<file path="src/rtl/felis_mem_pkg.sv">
// Shared types for the store buffer: memory-side FSM states and the buffered store entry.
package felis_mem_pkg;

  localparam int SB_WADDR_W = 30;

  typedef enum logic [1:0] {
    S_IDLE,
    S_WR,
    S_RD,
    S_GAP
  } sb_state_t;

  typedef struct packed {
    logic [SB_WADDR_W-1:0] addr;
    logic [31:0]           data;
  } sb_entry_t;

endpackage

</file>
<file path="src/rtl/store_buffer_if.sv">
// Core-side and memory-side bundles of the store buffer.
// The core is master of sb_core_if; the store buffer is master of sb_mem_if.
interface sb_core_if #(
  parameter int AW = 32
);
  logic          st_valid;
  logic [AW-1:0] st_addr;
  logic [31:0]   st_data;
  logic          st_ready;
  logic          ld_valid;
  logic [AW-1:0] ld_addr;
  logic          ld_ready;
  logic [31:0]   ld_data;
  logic          ld_done;

  modport master (
    output st_valid, st_addr, st_data, ld_valid, ld_addr,
    input  st_ready, ld_ready, ld_data, ld_done
  );
  modport slave (
    input  st_valid, st_addr, st_data, ld_valid, ld_addr,
    output st_ready, ld_ready, ld_data, ld_done
  );
endinterface

interface sb_mem_if;
  logic [31:0] mem_in_addr;
  logic [31:0] mem_in_data;
  logic        mem_in_valid;
  logic        mem_in_ready;
  logic [31:0] mem_out_addr;
  logic        mem_out_valid;
  logic [31:0] mem_out_data;
  logic        mem_out_ready;

  modport master (
    output mem_in_addr, mem_in_data, mem_in_valid, mem_out_addr, mem_out_valid,
    input  mem_in_ready, mem_out_data, mem_out_ready
  );
  modport slave (
    input  mem_in_addr, mem_in_data, mem_in_valid, mem_out_addr, mem_out_valid,
    output mem_in_ready, mem_out_data, mem_out_ready
  );
endinterface

</file>
<file path="src/rtl/sb_fwd_match.sv">
// Combinational store-to-load forwarding search: finds the youngest valid entry
// whose word address matches, scanning from head (oldest) towards head+count-1.
module sb_fwd_match
  import felis_mem_pkg::*;
#(
  parameter int DEPTH = 8,
  parameter int PW    = $clog2(DEPTH)
) (
  input  sb_entry_t             ent [DEPTH],
  input  logic [PW-1:0]         head,
  input  logic [PW:0]           count,
  input  logic [SB_WADDR_W-1:0] addr,
  output logic                  hit,
  output logic [31:0]           data
);

  // Later matches overwrite earlier ones, so the last hit is the youngest.
  always_comb begin
    hit  = 1'b0;
    data = '0;
    for (int i = 0; i < DEPTH; i++) begin
      if (((PW+1)'(i) < count) && (ent[head + PW'(i)].addr == addr)) begin
        hit  = 1'b1;
        data = ent[head + PW'(i)].data;
      end
    end
  end

endmodule

</file>
<file path="src/rtl/store_buffer.sv">
// In-order write-back store buffer in front of the BRAM memory: single-cycle store accept,
// load forwarding from pending stores, and a serialising read/write FSM toward memory.
module store_buffer
  import felis_mem_pkg::*;
#(
  parameter int DEPTH = 8,
  parameter int AW    = 32
) (
  input  logic     clk,
  input  logic     reset,
  sb_core_if.slave core,
  sb_mem_if.master mem,
  output logic     empty
);

  localparam int          PW   = $clog2(DEPTH);
  localparam logic [PW:0] FULL = (PW+1)'(DEPTH);

  sb_entry_t             ent_q [DEPTH];
  sb_entry_t             ent_d;
  logic [PW-1:0]         head_q, head_d, tail_q, tail_d;
  logic [PW:0]           count_q, count_d;
  sb_state_t             state_q, state_d;
  logic                  ld_pend_q, ld_pend_d;
  logic [SB_WADDR_W-1:0] ld_waddr_q, ld_waddr_d;
  logic [31:0]           ld_data_q, ld_data_d;
  logic                  ld_done_q, ld_done_d;
  logic [31:0]           in_addr_q, in_addr_d, in_data_q, in_data_d;
  logic                  in_valid_q, in_valid_d;
  logic [31:0]           out_addr_q, out_addr_d;
  logic                  out_valid_q, out_valid_d;

  logic                  st_acc, ld_acc, pop, fwd_hit;
  logic [31:0]           fwd_data;
  logic [SB_WADDR_W-1:0] st_word, ld_word;

  assign st_word = SB_WADDR_W'(core.st_addr[AW-1:2]);
  assign ld_word = SB_WADDR_W'(core.ld_addr[AW-1:2]);
  assign st_acc  = core.st_valid && core.st_ready;
  assign ld_acc  = core.ld_valid && core.ld_ready;

  assign core.st_ready      = (count_q != FULL);
  assign core.ld_ready      = !ld_pend_q;
  assign core.ld_data       = ld_data_q;
  assign core.ld_done       = ld_done_q;
  assign mem.mem_in_addr    = in_addr_q;
  assign mem.mem_in_data    = in_data_q;
  assign mem.mem_in_valid   = in_valid_q;
  assign mem.mem_out_addr   = out_addr_q;
  assign mem.mem_out_valid  = out_valid_q;
  assign empty              = (count_q == '0);

  // Search uses the pre-store count, so a same-cycle store is never forwarded.
  sb_fwd_match #(.DEPTH(DEPTH), .PW(PW)) u_fwd (
    .ent   (ent_q),
    .head  (head_q),
    .count (count_q),
    .addr  (ld_word),
    .hit   (fwd_hit),
    .data  (fwd_data)
  );

  always_comb begin
    ent_d       = '{addr: st_word, data: core.st_data};
    state_d     = state_q;
    head_d      = head_q;
    tail_d      = tail_q;
    ld_pend_d   = ld_pend_q;
    ld_waddr_d  = ld_waddr_q;
    ld_data_d   = ld_data_q;
    ld_done_d   = 1'b0;
    in_addr_d   = in_addr_q;
    in_data_d   = in_data_q;
    in_valid_d  = in_valid_q;
    out_addr_d  = out_addr_q;
    out_valid_d = out_valid_q;
    pop         = 1'b0;

    if (ld_acc) begin
      if (fwd_hit) begin
        ld_done_d = 1'b1;
        ld_data_d = fwd_data;
      end else begin
        ld_pend_d  = 1'b1;
        ld_waddr_d = ld_word;
      end
    end

    case (state_q)
      S_IDLE: begin
        if (ld_pend_q) begin
          state_d     = S_RD;
          out_valid_d = 1'b1;
          out_addr_d  = {ld_waddr_q, 2'b00};
        end else if (count_q != '0) begin
          state_d    = S_WR;
          in_valid_d = 1'b1;
          in_addr_d  = {ent_q[head_q].addr, 2'b00};
          in_data_d  = ent_q[head_q].data;
        end
      end
      S_WR: begin
        if (mem.mem_in_ready) begin
          in_valid_d = 1'b0;
          pop        = 1'b1;
          head_d     = head_q + PW'(1);
          state_d    = S_GAP;
        end
      end
      S_RD: begin
        if (mem.mem_out_ready) begin
          out_valid_d = 1'b0;
          ld_data_d   = mem.mem_out_data;
          ld_done_d   = 1'b1;
          ld_pend_d   = 1'b0;
          state_d     = S_GAP;
        end
      end
      S_GAP:   state_d = S_IDLE;
      default: state_d = S_IDLE;
    endcase

    if (st_acc) tail_d = tail_q + PW'(1);
  end

  assign count_d = count_q + (PW+1)'(st_acc) - (PW+1)'(pop);

  always_ff @(posedge clk) begin
    if (reset) begin
      state_q     <= S_IDLE;
      head_q      <= '0;
      tail_q      <= '0;
      count_q     <= '0;
      ld_pend_q   <= 1'b0;
      ld_waddr_q  <= '0;
      ld_data_q   <= '0;
      ld_done_q   <= 1'b0;
      in_addr_q   <= '0;
      in_data_q   <= '0;
      in_valid_q  <= 1'b0;
      out_addr_q  <= '0;
      out_valid_q <= 1'b0;
    end else begin
      state_q     <= state_d;
      head_q      <= head_d;
      tail_q      <= tail_d;
      count_q     <= count_d;
      ld_pend_q   <= ld_pend_d;
      ld_waddr_q  <= ld_waddr_d;
      ld_data_q   <= ld_data_d;
      ld_done_q   <= ld_done_d;
      in_addr_q   <= in_addr_d;
      in_data_q   <= in_data_d;
      in_valid_q  <= in_valid_d;
      out_addr_q  <= out_addr_d;
      out_valid_q <= out_valid_d;
    end
  end

  always_ff @(posedge clk) begin
    if (st_acc) ent_q[tail_q] <= ent_d;
  end

endmodule

</file>
<file path="src/flat_wrapper.sv">
// flat-port wrapper written by rule: the top's interface ports become plain ports
module store_buffer_flat import felis_mem_pkg::*;
#(
  parameter int DEPTH = 8,
  parameter int AW    = 32
)
  (clk, reset, empty, core_st_valid, core_st_addr, core_st_data, core_ld_valid, core_ld_addr, core_st_ready, core_ld_ready, core_ld_data, core_ld_done, mem_mem_in_addr, mem_mem_in_data, mem_mem_in_valid, mem_mem_out_addr, mem_mem_out_valid, mem_mem_in_ready, mem_mem_out_data, mem_mem_out_ready);
  sb_core_if #(.AW(AW)) core_i ();
  sb_mem_if mem_i ();
  input  logic clk;
  input  logic reset;
  output logic empty;
  input wire logic [$bits(core_i.st_valid)-1:0] core_st_valid;
  input wire logic [$bits(core_i.st_addr)-1:0] core_st_addr;
  input wire logic [$bits(core_i.st_data)-1:0] core_st_data;
  input wire logic [$bits(core_i.ld_valid)-1:0] core_ld_valid;
  input wire logic [$bits(core_i.ld_addr)-1:0] core_ld_addr;
  output wire logic [$bits(core_i.st_ready)-1:0] core_st_ready;
  output wire logic [$bits(core_i.ld_ready)-1:0] core_ld_ready;
  output wire logic [$bits(core_i.ld_data)-1:0] core_ld_data;
  output wire logic [$bits(core_i.ld_done)-1:0] core_ld_done;
  output wire logic [$bits(mem_i.mem_in_addr)-1:0] mem_mem_in_addr;
  output wire logic [$bits(mem_i.mem_in_data)-1:0] mem_mem_in_data;
  output wire logic [$bits(mem_i.mem_in_valid)-1:0] mem_mem_in_valid;
  output wire logic [$bits(mem_i.mem_out_addr)-1:0] mem_mem_out_addr;
  output wire logic [$bits(mem_i.mem_out_valid)-1:0] mem_mem_out_valid;
  input wire logic [$bits(mem_i.mem_in_ready)-1:0] mem_mem_in_ready;
  input wire logic [$bits(mem_i.mem_out_data)-1:0] mem_mem_out_data;
  input wire logic [$bits(mem_i.mem_out_ready)-1:0] mem_mem_out_ready;
  assign core_i.st_valid = core_st_valid;
  assign core_i.st_addr = core_st_addr;
  assign core_i.st_data = core_st_data;
  assign core_i.ld_valid = core_ld_valid;
  assign core_i.ld_addr = core_ld_addr;
  assign core_st_ready = core_i.st_ready;
  assign core_ld_ready = core_i.ld_ready;
  assign core_ld_data = core_i.ld_data;
  assign core_ld_done = core_i.ld_done;
  assign mem_mem_in_addr = mem_i.mem_in_addr;
  assign mem_mem_in_data = mem_i.mem_in_data;
  assign mem_mem_in_valid = mem_i.mem_in_valid;
  assign mem_mem_out_addr = mem_i.mem_out_addr;
  assign mem_mem_out_valid = mem_i.mem_out_valid;
  assign mem_i.mem_in_ready = mem_mem_in_ready;
  assign mem_i.mem_out_data = mem_mem_out_data;
  assign mem_i.mem_out_ready = mem_mem_out_ready;
  store_buffer #(.DEPTH(DEPTH), .AW(AW)) u_core (.clk(clk), .reset(reset), .core(core_i), .mem(mem_i), .empty(empty));
endmodule
</file>
<file path="config.mk">
export PLATFORM = sky130hd
export DESIGN_NAME = store_buffer_flat
export DESIGN_NICKNAME = d
export VERILOG_FILES = /design/src/rtl/felis_mem_pkg.sv /design/src/rtl/store_buffer_if.sv /design/src/rtl/sb_fwd_match.sv /design/src/rtl/store_buffer.sv /design/src/flat_wrapper.sv
export SDC_FILE = /design/constraint.sdc
export NUM_CORES = 2
export LEC_CHECK = 0
export BUFFER_PORTS_ARGS = -buffer_cell sky130_fd_sc_hd__buf_4
export CAP_MARGIN = 30
export CORE_ASPECT_RATIO = 1.1
export CORE_MARGIN = 2
export CORE_UTILIZATION = 57
export DETAILED_ROUTE_END_ITERATION = 7
export PLACE_DENSITY_LB_ADDON = 0.3
export SLEW_MARGIN = 10
export SYNTH_ARGS = -nofsm -noshare
export SYNTH_HDL_FRONTEND = slang
export SYNTH_SLANG_ARGS = --single-unit
</file>
<file path="constraint.sdc">
create_clock -name clk -period 5.51 [get_ports clk]
set_input_delay 0.2755 -clock clk [delete_from_list [all_inputs] [get_ports clk]]
set_output_delay 0.2755 -clock clk [all_outputs]
set_load 0.02 [all_outputs]
</file>
==> out/results.txt <==
cell family with most CP delay - simple AND/OR/NAND/NOR gates
unrepaired setup endpoints after global routing - no
Via density - 7.525
Placed Cells - 5197
Post-Synthesis Cell Area - 0.04711 mm^2
Worst-Skew Late Latency - 0.66 ns
setup ws final - 0.2549 ns
die area - 0.08496 mm^2
maximum vdd drop - 0.3813 mV
initial core utilization - 57.52%
Worst Path Arrival - 5.77 ns
total I/O pin count - 268
crit path cell chain - buf_4 -> mux4_2 -> mux2i_1 -> a22oi_1 -> o311ai_0 -> nor4_1 -> nand4_1 -> or3_2 -> buf_12 -> buf_12 -> o221a_2 -> o221ai_1 -> a31oi_1
fin crit period - 5.255 ns
worst-path maximum fanout - 33
post-layout net count - 4425
Final Hold Violating Endpoints - 0
post-CTS setup buffers - 0
vias in the first global route - 37490
number of max-cap violations - 0
clock slew at the register clock pins of the worst setup and hold paths - 0.06 ns
commonest cells in the netlist - nand2_1, edfxtp_1, mux4_2, mux2i_1, a21oi_1
vias after detailed routing - 40670
CTS buffer count - 73
layout cells sized above 1 - 27.73%
Distinct cells, synth - 97
CP most frequent cell - buf_12
Final period util - 95.37%
EDFF count, synth - 496
Final Util - 65.94%
CP startpoint kind - flip-flop
total global-route track usage - 44.57%
TritonCTS clock tree - done
area grow syn2layout - 14.63%
crit-path max cell delay - 0.58 ns
placed cell area - 0.05082 mm^2
Cell Rows - 110
multi-input logic area - 0.02693 mm^2
async set or reset register ratio after synthesis - 0%
Chip Height - 305.5 um
Sequential Area - 0.01831 mm^2
slew margin rel. - 29.45%
Root Driver - clkbuf_16
CP Class - reg -> reg
Leakage - 0.01814 uW
PD cells - 359.6 mW/mm^2
cts hold-fix bufs - 67
PortBufs - 259
Detailed Place HPWL - 137300 um
Initial DRT Pass Iterations - 7
final WL - 191200 um
final setup fails - 0
clk sink count - 666
H-tree depth - 3
hold crit path type - in -> reg
worst path required time - 6.03 ns
Crit path buffers/inverters - 3
status - complete, no violations
CP max-delay cell - nor4_1
Post-route DRC - 0
ys flop type - edfxtp_1
Avg WL per Cell - 35.37 um
Fillers - 6081
first-pass GRT wire length - 270800 um
Critical Path Sink Type - flip-flop
antenna viol nets, final - 0
Seq/Total Area, Yosys - 38.84%
Layout Cells excl Fill - 5405
Synth area leaders - edfxtp_1, mux4_2, dfxtp_1
count leader, synth - nand2_1
Place WS - 0.6145 ns
Core Area - 0.08189 mm^2
grt ovf - 0
Die X - 278.1 um
Synth Area per Inst - 11.67 um^2
clock buffer depth - 3
Final GP Congestion - 1.095
Post-Route Setup TNS - 0 ns
finished layout cell area - 0.05400 mm^2
Max Slew Vio Count - 0
fmax - 0.1903 GHz
YS warnings - 0
Slew @ Worst Pin - 1.054 ns
largest net degree at the start of global routing - 121
clock skew - 0.02561 ns
post-cts sizing count - 0
area leader, netlist - edfxtp_1
post-synth top area share - 31.62%
Syn Inst Count - 4038
DR iter-0 viols - 7375
initial antenna violation count - 12
flops & latches, synth - 666
-- area by class of cell --
type | count | area share (%)
clock inverter | 40 | 0.9523
inverter | 57 | 0.4008
sequential | 666 | 33.90
timing repair buffer | 532 | 8.728
multi-input combinational | 2946 | 49.86
clock buffer | 94 | 3.661
antenna | 6 | 0.02780
tap | 1064 | 2.465
-- flip-flops by register name, summed over array words and instances, names as in the netlist, 2 cells and up --
| name | count |
|---|---|
| u_core.ent_q | 496 |
| u_core.core.ld_data | 32 |
| u_core.mem.mem_in_data | 32 |
| u_core.ld_waddr_q | 30 |
| u_core.mem.mem_in_addr | 30 |
| u_core.mem.mem_out_addr | 30 |
| u_core.count_q | 4 |
| u_core.head_q | 3 |
| u_core.tail_q | 3 |
| u_core.state_q | 2 |
-- routing by layer --
| metal | vias to the layer above | wire length [um] | GRT usage (%) |
|---|---|---|---|
| met4 | 18 | 11890 | 22.14 |
| met2 | 3352 | 86000 | 68.47 |
| met1 | 20170 | 68520 | 59.20 |
| li1 | 16510 | - | - |
| met5 | - | 111 | 0 |
| met3 | 621 | 24680 | 11.40 |
-- stage by stage --
| stage | hold WS (ns) | power (uW) |
|---|---|---|
| CTS | 0.001077 | 19190 |
| detailed placement | 0.4452 | 14050 |
| global placement | 0.4391 | 13940 |
| global route | 0.02218 | 19990 |
| finish | 0.01798 | 19420 |
| floorplan | 0.3744 | 11270 |
-- power by group --
group / total (uW) / internal, uW / switching (uW)
clock network: 5140 / 2990 / 2140
registers: 6300 / 5910 / 390
logic: 7990 / 3160 / 4830
-- tightest hold or removal path: stages --
cell and delay (ns):
buf_4 0.09, a21o_1 0.10, o21ai_1 0.05, a31oi_1 0.12
-- placed cells by master, fill, tap and decap left out, types with 72 or more instances in the layout --
| cell | netlist | routed |
|---|---|---|
| dfxtp_1 | 170 | 167 |
| nand2_1 | 569 | 568 |
| xnor2_1 | 146 | 144 |
| edfxtp_1 | 496 | 496 |
| a31oi_1 | 72 | 72 |
| nor2_1 | 203 | 197 |
| clkbuf_16 | 0 | 74 |
| buf_4 | 32 | 418 |
| a21oi_1 | 207 | 207 |
| mux2i_1 | 273 | 273 |
| mux4_2 | 474 | 474 |
-- logic make-up (layout without fill, tap and decap cells) --
family                   Yosys count  count (layout)  share of synthesized area (%)
adder cells (fa/ha/maj)           15              15                         0.4143
XOR/XNOR                         162             162                          3.028
AO/OA/AOI/OAI                    843             843                          12.81
other                              1              10                       0.007960
AND/OR/NAND/NOR                 1131            1131                          10.92
flip-flops                       666             666                          38.84
buffers and inverters            429             723                          4.462
multiplexers                     791             791                          29.51
-- final timing paths --
check	start	to	slack, ns	cells after the start
worst max-delay path	u_core.head_q[1]$_SDFFE_PP0P_	u_core.core.ld_data[22]$_SDFF_PP0_	0.25	13
worst min-delay path	mem_mem_out_data[17]	u_core.core.ld_data[17]$_SDFF_PP0_	0.02	4
worst max register to register	u_core.head_q[1]$_SDFFE_PP0P_	u_core.core.ld_data[22]$_SDFF_PP0_	0.25	13
worst min register to register	u_core.ld_waddr_q[5]$_SDFFE_PP0P_	u_core.mem.mem_out_addr[7]$_SDFFE_PP0P_	0.45	2
No activity file was read; power rests on OpenSTA's default activity.
